==> src/rtl/nqueens_pkg.sv <==
// Shared constants for the N-Queens custom function unit: function IDs,
// controller states and the GET_STATUS bit layout.
package nqueens_pkg;

  localparam logic [9:0] FN_INIT       = 10'd0;
  localparam logic [9:0] FN_STEP       = 10'd1;
  localparam logic [9:0] FN_GET_COUNT  = 10'd2;
  localparam logic [9:0] FN_RUN        = 10'd3;
  localparam logic [9:0] FN_GET_STATUS = 10'd4;
  localparam logic [9:0] FN_GET_STEPS  = 10'd5;

  typedef enum logic [1:0] {
    ST_IDLE,
    ST_RUN,
    ST_RESP
  } state_t;

  localparam int STAT_DONE  = 0;
  localparam int STAT_ERR   = 1;
  localparam int STAT_H_LSB = 8;
  localparam int STAT_H_W   = 8;

  localparam logic [31:0] RSP_ERROR = 32'hFFFF_FFFF;

endpackage

==> src/rtl/nqueens_stack.sv <==
// Backtracking stack for the bitwise N-Queens search: per-level candidate,
// column, and diagonal masks plus the current level h and open set r.
module nqueens_stack #(
  parameter  int MAX_N = 16,
  localparam int HW    = $clog2(MAX_N + 1)
) (
  input  logic             clk,
  input  logic             reset,
  input  logic             init,
  input  logic [MAX_N-1:0] init_mask,
  input  logic [MAX_N-1:0] init_r,
  input  logic             step,
  output logic [HW-1:0]    h,
  output logic [MAX_N-1:0] r
);

  logic [MAX_N-1:0] mask_q;
  logic [MAX_N-1:0] cdt_q [MAX_N+1];
  logic [MAX_N-1:0] col_q [MAX_N+1];
  logic [MAX_N-1:0] pos_q [MAX_N+1];
  logic [MAX_N-1:0] neg_q [MAX_N+1];

  logic [MAX_N-1:0] lsb;
  logic [MAX_N-1:0] col_nx;
  logic [MAX_N-1:0] pos_nx;
  logic [MAX_N-1:0] neg_nx;

  // Next-level masks for placing a queen on the lowest open column.
  always_comb begin
    lsb    = r & (~r + MAX_N'(1));
    col_nx = col_q[h] & ~lsb;
    pos_nx = ((pos_q[h] | lsb) << 1) & mask_q;
    neg_nx = (neg_q[h] | lsb) >> 1;
  end

  always_ff @(posedge clk or negedge reset) begin
    if (!reset) begin
      h      <= '0;
      r      <= '0;
      mask_q <= '0;
      // NOTE: the stack is a small register array, so it takes the async
      // reset like any other state; a RAM macro could not be cleared this way.
      for (int i = 0; i <= MAX_N; i++) begin
        cdt_q[i] <= '0;
        col_q[i] <= '0;
        pos_q[i] <= '0;
        neg_q[i] <= '0;
      end
    end else if (init) begin
      h         <= '0;
      r         <= init_r;
      mask_q    <= init_mask;
      col_q[0]  <= init_mask;
      pos_q[0]  <= '0;
      neg_q[0]  <= '0;
    end else if (step) begin
      if (r != '0) begin
        cdt_q[h]            <= r & ~lsb;
        col_q[h + HW'(1)]   <= col_nx;
        pos_q[h + HW'(1)]   <= pos_nx;
        neg_q[h + HW'(1)]   <= neg_nx;
        r                   <= col_nx & ~(pos_nx | neg_nx);
        h                   <= h + HW'(1);
      end else if (h != '0) begin
        r <= cdt_q[h - HW'(1)];
        h <= h - HW'(1);
      end
    end
  end

endmodule

==> src/rtl/nqueens_cfu.sv <==
// N-Queens solution counter behind a CFU command/response handshake:
// controller FSM, solution/step counters, and the backtracking stack.
module nqueens_cfu
  import nqueens_pkg::*;
#(
  parameter int MAX_N = 16,
  parameter int CNT_W = 32
) (
  input  logic        clk,
  input  logic        reset,
  input  logic        cmd_valid,
  output logic        cmd_ready,
  input  logic [9:0]  cmd_payload_function_id,
  input  logic [31:0] cmd_payload_inputs_0,
  input  logic [31:0] cmd_payload_inputs_1,
  output logic        rsp_valid,
  input  logic        rsp_ready,
  output logic [31:0] rsp_payload_outputs_0
);

  localparam int HW = $clog2(MAX_N + 1);

  state_t           state;
  logic             done;
  logic             err;
  logic [CNT_W-1:0] count;
  logic [CNT_W-1:0] steps;
  logic [HW-1:0]    n_q;

  logic [HW-1:0]    h;
  logic [MAX_N-1:0] r;

  logic             cmd_fire;
  logic             init_ok;
  logic             init_fire;
  logic [MAX_N-1:0] init_mask;
  logic [MAX_N-1:0] init_r;
  logic             kstep;
  logic             leaf;
  logic             finish;
  logic [CNT_W-1:0] count_nx;
  logic [CNT_W-1:0] steps_nx;
  logic [31:0]      status_word;
  logic             unused_inputs;

  assign cmd_ready     = (state == ST_IDLE);
  assign unused_inputs = ^cmd_payload_inputs_1[31:MAX_N];

  // NOTE: every signal gets a default at the top of the block so no path
  // leaves it unassigned, which would otherwise infer a latch.
  always_comb begin
    cmd_fire  = cmd_valid && (state == ST_IDLE);
    init_ok   = (cmd_payload_inputs_0 >= 32'd1) &&
                (cmd_payload_inputs_0 <= 32'(MAX_N));
    init_mask = '0;
    for (int i = 0; i < MAX_N; i++) begin
      init_mask[i] = (cmd_payload_inputs_0 > 32'(i));
    end
    init_r = cmd_payload_inputs_1[MAX_N-1:0] & init_mask;
    if (init_r == '0) begin
      init_r = init_mask;
    end
    init_fire = cmd_fire && (cmd_payload_function_id == FN_INIT) && init_ok;

    kstep  = !done && ((cmd_fire && (cmd_payload_function_id == FN_STEP)) ||
                       (state == ST_RUN));
    leaf   = kstep && (r == '0) && (h == n_q);
    finish = kstep && (r == '0) && (h == '0);

    count_nx = (leaf && (count != '1)) ? count + CNT_W'(1) : count;
    steps_nx = (steps != '1) ? steps + CNT_W'(1) : steps;

    status_word                              = '0;
    status_word[STAT_H_LSB +: STAT_H_W]      = STAT_H_W'(h);
    status_word[STAT_ERR]                    = err;
    status_word[STAT_DONE]                   = done;
  end

  nqueens_stack #(
    .MAX_N (MAX_N)
  ) u_stack (
    .clk       (clk),
    .reset     (reset),
    .init      (init_fire),
    .init_mask (init_mask),
    .init_r    (init_r),
    .step      (kstep),
    .h         (h),
    .r         (r)
  );

  // NOTE: sequential state uses non-blocking assignments only; where two
  // assignments to the same register fire in one cycle, the later one wins.
  always_ff @(posedge clk or negedge reset) begin
    if (!reset) begin
      state                 <= ST_IDLE;
      rsp_valid             <= 1'b0;
      rsp_payload_outputs_0 <= '0;
      n_q                   <= '0;
      count                 <= '0;
      steps                 <= '0;
      done                  <= 1'b1;
      err                   <= 1'b0;
    end else begin
      if (kstep) begin
        count <= count_nx;
        steps <= steps_nx;
        if (finish) begin
          done <= 1'b1;
        end
      end

      unique case (state)
        ST_IDLE: begin
          if (cmd_valid) begin
            state     <= ST_RESP;
            rsp_valid <= 1'b1;
            case (cmd_payload_function_id)
              FN_INIT: begin
                count <= '0;
                steps <= '0;
                if (init_ok) begin
                  n_q                   <= cmd_payload_inputs_0[HW-1:0];
                  done                  <= 1'b0;
                  err                   <= 1'b0;
                  rsp_payload_outputs_0 <= '0;
                end else begin
                  done                  <= 1'b1;
                  err                   <= 1'b1;
                  rsp_payload_outputs_0 <= RSP_ERROR;
                end
              end
              FN_STEP:       rsp_payload_outputs_0 <= {31'b0, ~(done | finish)};
              FN_GET_COUNT:  rsp_payload_outputs_0 <= 32'(count);
              FN_RUN: begin
                if (done) begin
                  rsp_payload_outputs_0 <= 32'(count);
                end else begin
                  state     <= ST_RUN;
                  rsp_valid <= 1'b0;
                end
              end
              FN_GET_STATUS: rsp_payload_outputs_0 <= status_word;
              FN_GET_STEPS:  rsp_payload_outputs_0 <= 32'(steps);
              default:       rsp_payload_outputs_0 <= RSP_ERROR;
            endcase
          end
        end
        ST_RUN: begin
          if (finish) begin
            state                 <= ST_RESP;
            rsp_valid             <= 1'b1;
            rsp_payload_outputs_0 <= 32'(count_nx);
          end
        end
        ST_RESP: begin
          if (rsp_ready) begin
            state     <= ST_IDLE;
            rsp_valid <= 1'b0;
          end
        end
        default: state <= ST_IDLE;
      endcase
    end
  end

endmodule

==> config.mk <==
export PLATFORM = sky130hd
export DESIGN_NAME = nqueens_cfu
export DESIGN_NICKNAME = d
export VERILOG_FILES = /design/src/rtl/nqueens_pkg.sv /design/src/rtl/nqueens_stack.sv /design/src/rtl/nqueens_cfu.sv
export SDC_FILE = /design/constraint.sdc
export NUM_CORES = 2
export LEC_CHECK = 0
export CAP_MARGIN = 30
export CORE_AREA = 2 2 332 334
export CTS_CLUSTER_DIAMETER = 150
export DETAILED_ROUTE_END_ITERATION = 16
export DIE_AREA = 0 0 334 336
export HOLD_SLACK_MARGIN = 0.05
export PLACE_DENSITY = 0.67
export SKIP_LAST_GASP = 1
export SLEW_MARGIN = 25
export SYNTH_ARGS = -nofsm -noshare
export SYNTH_HDL_FRONTEND = slang
export SYNTH_HIERARCHICAL = 1
export SYNTH_SLANG_ARGS = --single-unit
==> constraint.sdc <==
create_clock -name clk -period 4 [get_ports clk]
set_input_delay 0.8 -clock clk [delete_from_list [all_inputs] [get_ports clk]]
set_output_delay 0.8 -clock clk [all_outputs]
set_load 0.02 [all_outputs]
; Word-level counts from Yosys, hierarchy flattened
; Index checks and enable logic that the tools add are counted.
[word_totals]
register_bits = 1231
out_inout_bits = 34
elab_cells = 245
[classes]
n_addsub = 5
magnitude_cmp = 23
eq_ne = 14
mux = 72
n_bitwise = 18
reduce_logical = 34
[op_table]
columns = cell, count
row1 = two-way mux 272 bit, 6
row2 = bitwise mux 272 bit, 4
row3 = two-way mux 32 bit, 14
row4 = binary-select mux 16 bit (select 5 bit), 4
row5 = "greater-than comparator 32 x 4 -> 1 bit, second input constant", 8
row6 = two-way mux 16 bit, 16
row7 = one-hot mux 32 bit (6 select lines), 1
row8 = demux 16 bit (select 5 bit), 2
row9 = "greater-than comparator 32 x 3 -> 1 bit, second input constant", 4
row10 = AND 16 bit, 6
row11 = "adder 32 x 1 -> 32 bit, second input constant", 2
row12 = "greater-than comparator 32 x 1 -> 1 bit, second input constant", 2
row13 = "greater-than comparator 32 x 2 -> 1 bit, second input constant", 2
row14 = "inequality test 32 bit, second input constant", 2
row15 = one-hot mux 32 bit (2 select lines), 1
row16 = inverter 16 bit, 3
row17 = ">= comparator 32 x 1 -> 1 bit, second input constant", 1
row18 = "less-or-equal comparator 32 x 5 -> 1 bit, second input constant", 1
row19 = zero test 16 bit, 2
row20 = two-way mux 15 bit, 2
row21 = "equality test 10 x 2 -> 1 bit, second input constant", 2
row22 = "equality test 10 x 3 -> 1 bit, second input constant", 2
row23 = two-way mux 5 bit, 4
row24 = ">= comparator 6 bit, second input constant", 3
row25 = other kinds (33), 72

; Logic depth before layout (Yosys ltp)
[logic_depth]
word_depth = 13
depth_mapped = 17
ltp_nobuf = 12

; Cells and area by module
; Netlist, hierarchy kept.
[modules_own_cells]
columns = module, n_inst, cells_each, area_each_um2, seq_area_each_um2
row1 = nqueens_stack, 1, 4434, 47367.9, 25999.9
row2 = nqueens_cfu, 1, 712, 6472.5, 2653.8

; Least setup slack after synthesis
; OpenSTA, ideal clock, no wires.
[synth_timing]
kind = input -> register
start = input port cmd_payload_inputs_0[0]
end = register u_stack/col_q[0] (netlist bit)
arrival_time_ns = 3.798
t_required_ns = 3.875
setup_slack_ns = 0.077
path_stages = 13
n_path_buf = 5
cell_sequence = clkbuf_1 > nor4_1 > xnor2_1 > and3_1 > and3_1 > clkbuf_1 > clkbuf_1 > nor2b_1 > a21boi_0 > and3_1 > buf_2 > buf_2 > mux2_2
[synth_via]
elab_chain_cells = 5
elab_cells_between_ends = 6
cone_classes = 2 x order compare / 1 x bitwise / 3 x reduce/logical
[synth_rtl]
columns = item, line_no
row1 = from (decl), nqueens_cfu.sv:14  ; input logic [31:0] cmd_payload_inputs_0,
row2 = >= comparator 32 x 1 -> 1 bit / less-or-equal comparator 32 x 5 -> 1 bit (equally long branches), "nqueens_cfu.sv:53, nqueens_cfu.sv:54"
row3 = logical AND 1 bit *, nqueens_cfu.sv:53  ; init_ok = (cmd_payload_inputs_0 >= 32'd1) &&
row4 = logical AND 1 bit *, nqueens_cfu.sv:63  ; init_fire = cmd_fire && (cmd_payload_function_id == FN_INIT) && init_ok;
row5 = named net init_fire, nqueens_cfu.sv:35  ; logic init_fire;
row6 = inverter 1 bit (no line) *, -
row7 = AND reduction 3 bit (no line) *, -
row8 = "to (signal, indexed assignment)", nqueens_stack.sv:59  ; col_q[h + HW'(1)] <= col_nx;
row9 = to (decl), nqueens_stack.sv:19  ; logic [MAX_N-1:0] col_q [MAX_N+1];
; The timed path passes the listed nets; every way through them passes the cells marked *.
; A chain may end at the register's enable or synchronous reset.

; Final worst setup path
[layout_timing]
start = register u_stack.h[2]
end = register u_stack.r[6]
[layout_via]
elab_chain_cells = 12
elab_cells_between_ends = 29
cone_classes = 1 x add/sub / 16 x mux / 9 x bitwise / 3 x reduce/logical
[layout_rtl]
columns = item, line_no
row1 = from (decl), nqueens_stack.sv:13  ; output logic [HW-1:0] h,
row2 = from (signal assigned), nqueens_stack.sv:63  ; h <= h + HW'(1);
row3 = from (signal assigned), nqueens_stack.sv:66  ; h <= h - HW'(1);
row4 = branches (longest 12 deep; another with subtractor 5 x 1 -> 5 bit), -
row5 = to (signal assigned), nqueens_stack.sv:51  ; r <= init_r;
row6 = to (signal assigned), nqueens_stack.sv:62  ; r <= col_nx & ~(pos_nx | neg_nx);
row7 = to (signal assigned), nqueens_stack.sv:65  ; r <= cdt_q[h - HW'(1)];
row8 = to (decl), nqueens_stack.sv:14  ; output logic [MAX_N-1:0] r
; Several ways; the timed one is not identified. The select of a mux whose other input is x is not followed.

==> summary.txt <==
Route
  • Post-route ant nets: 0
  • DR vias: 40828
  • Mean routed wirelength per cell: 23.8 µm
  • DR iter-0 viols: 4164
  • First drt pass iteration count: 6
  • Final WL: between 150000 and 200000 µm
  • DR vias/cell: 6.05
  • Drt drc: 0

Timing
  • Clock Skews: 0.0383 ns
  • Setup Viol. Count Final: 0
  • Tcrit/Tclk final: around nine tenths
  • Max transition margin: 34.5%
  • Worst-margin pin slew: 0.979 ns
  • Final Max Slew Viols: 0
  • RSZ-0062 raised after global routing: false
  • Final WS setup: 0.348 ns
  • Minimum clock period: 3.65 ns
  • Fmax: about 270 MHz
  • Hold Fails Final Rpt: 0

Final layout
  • Design area: 0.0622 mm²
  • Area grow syn2layout: 15.5%
  • Multi-input logic area: 0.0231 mm²
  • Fin nets: 5318
  • Layout cells sized above 1: 16.9%
  • Fillers: between 9000 and 10000
  • Register area: 0.0287 mm²

Placement
  • Pre-CTS WS: -0.0404 ns
  • PortBufs: 95
  • HPWL Detailed: 102000 µm
  • GPL Wtd Cong: about 0.94
  • Dpl cell area: just under 0.06 mm²

Setup path
  • Crit-path max cell delay: 0.74 ns
  • Crit Path Class: reg2reg
  • CP Launch Type: flip-flop
  • Worst Setup End Kind: flip-flop
  • CP startpoint: u_stack/h[2]$_DFFE_PN0P_
  • Crit path cell chain: buf_12, nor3_2, buf_4, a221o_1, o31a_1, nand4bb_1, a21oi_1
  • Critical Path RT: 4.63 ns
  • Slowest CP cell: nor3_2
  • R2R Path Start: u_stack/h[2]$_DFFE_PN0P_
  • Worst EP arrival: 4.29 ns
  • Worst Path Max Fanout: 27
  • Reg-to-reg slack, setup: 0.35 ns

Die
  • I/O pin cnt: 112
  • Core footprint: between 0.1 and 0.15 mm²
  • Die width: 334 µm
  • Die H: 336 µm
  • FP Rows: 121
  • Die ar.: between 0.1 and 0.15 mm²
  • Initial Util: approximately 50%

CTS
  • H-tree levels: 3
  • Post-cts sizing count: 0
  • CTS root buf: clkbuf_16
  • CTS tree: yes
  • Worst-path clk slew: 0.06 ns
  • CTS Buf Count: 116
  • CTS Sinks: 1145
  • CTS Hold Buffers Added: 0
  • Clock Tree Buf Depth: 3
  • Setup bufs post-CTS: 0
  • Worst-Skew Late Latency: 0.73 ns

Global routing
  • Largest net degree at the start of global routing: roughly 110
  • First-pass GRT wire length: 247000 µm
  • GRT Overall Usage: 28.8%
  • Initial antenna violation count: 3
  • Remaining global-route overflow: 0
  • Vias in the first global route: slightly above 40000

Yosys
  • Synth cell count leaders: 1280 x nand2_1, 1144 x dfrtp_1, 646 x o21ai_0
  • Synth Flop Type: dfrtp_1
  • Syn Inst Count: between 5000 and 6000
  • Net count after synthesis: 5236
  • Netlist cell types: 97
  • Share of the synthesized area in the top cell type: 53.2%
  • Post-synthesis sequential area ratio: between 50% and 60%
  • Yosys top cell by area: dfrtp_1
  • Post-synth EDFFs: 0
  • Top cells by area, synth: dfrtp_1 53%, nand2_1 8.9%, o21ai_0 6.0%
  • Synth Register Bits: about 1100
  • Ys async rst share: 100%
  • Post-Synthesis Cell Area: 0.0538 mm²
  • YS warnings: 6
  • Avg Inst Size Synth: around 10 µm²
  • Count leader, synth: nand2_1

Pwr
  • Leak pwr: 0.0275 µW
  • Peak VDD IR: 0.000337 V
  • P per Cell Area: 415 mW/mm²

Hold path
  • Hold crit path type: in2async

Run
  • Max Cap Violations: 0

Run status
  • Status: completed
[worst max-delay path, delay by kind of cell, from the launching register on]
| kind | cells | cell delay [ns] |
|---|---|---|
| AO/OA/AOI/OAI | 3 | 1.04 |
| buffers and inverters | 2 | 0.71 |
| flip-flops | 1 | 0.56 |
| AND/OR/NAND/NOR | 2 | 1.25 |
[cells by family after synthesis]
family	after synthesis	share of synthesized area [%]
adders and majority gates	12	0.279
xor gates and xnor gates	63	1.02
buffers and inverters	455	4.27
muxes	589	14.8
DFF	1145	53.2
and+or+nand+nor	1766	14.1
AOI/OAI and AO/OA	1116	12.3
[cells in the final DEF, fill, tap and decap left out, types with 35 or more instances in the layout]
cell type | netlist | routed
nand2_1 | 1280 | 1268
dfrtp_1 | 1144 | 1141
o21ai_0 | 646 | 646
mux2i_1 | 242 | 242
mux2_2 | 206 | 206
buf_4 | 14 | 195
nor2_1 | 162 | 161
a21oi_1 | 144 | 144
mux4_2 | 121 | 121
clkbuf_16 | 0 | 118
clkdlybuf4s50_1 | 0 | 94
buf_12 | 0 | 92
nand3_1 | 73 | 70
a22oi_1 | 52 | 52
nand4_1 | 41 | 41
a211oi_1 | 41 | 40
o22ai_1 | 36 | 36
inv_1 | 35 | 35
xor2_1 | 36 | 35
[power by group]
group / internal [µW] / switching [µW]
clock network: 7310 / 4720
logic: 723 / 1310
registers: 11700 / 98.1
total: 19700 / 6120
[final timing paths]
kind / endpoint / cells past startpoint
worst max-delay path: u_stack/r[6]$_DFFE_PN0P_ / 7
worst min-delay path: u_stack/col_q[93]$_DFFE_PN0P_ / 1
worst max register to register: u_stack/r[6]$_DFFE_PN0P_ / 7
worst min register to register: u_stack/neg_q[132]$_DFFE_PN0P_ / 2
max in group asynchronous: u_stack/pos_q[38]$_DFFE_PN0P_ / 2
min in group clk: u_stack/neg_q[132]$_DFFE_PN0P_ / 2
[registers in the layout, indices dropped and copies added, names as in the netlist]
| register | cells |
|---|---|
| steps | 32 |
| u_stack/r | 16 |
| u_stack/cdt_q | 255 |
| u_stack/h | 5 |
| rsp_valid | 1 |
| u_stack/mask_q | 15 |
| u_stack/neg_q | 238 |
| count | 32 |
| u_stack/pos_q | 238 |
| rsp_payload_outputs_0 | 32 |
| err | 1 |
| u_stack/col_q | 272 |
| done | 1 |
| state | 2 |
| n_q | 5 |
[per-stage QoR]
stage	TNS [ns]	hold WS (ns)	utilization, %	std cells	power (µW)
5_1_grt	0	0.112	57.4	6743	26600
2_1_floorplan	0	0.437	-	5146	13000
4_1_cts	0	0.0949	57.4	6740	26000
6_report	0	0.116	57.4	6744	25800
3_5_place_dp	-0.0569	0.457	53.4	6521	14000
3_3_place_gp	0	0.452	53.4	6520	14000
[routing by layer]
layer / vias up / global-route usage, % / wire (µm) / share of wire [%]
li1: 18210 / - / - / -
met1: 20633 / 40.0 / 68000 / 42
met2: 1646 / 44.5 / 72600 / 45
met3: 339 / 6.73 / 14400 / 8.9
met4: 0 / 10.1 / 5790 / 3.6
met5: - / 0 / 0 / 0
[cell type report]
type	instances	area share, %
multi-input combinational	3546	37.1
antenna	1	0.00402
clock buffer	164	5.44
tap	1414	2.84
sequential	1145	46.1
timing repair buffer	383	6.87
clock inverter	55	1.41
inverter	36	0.217
(Power assumes the default switching activity.)
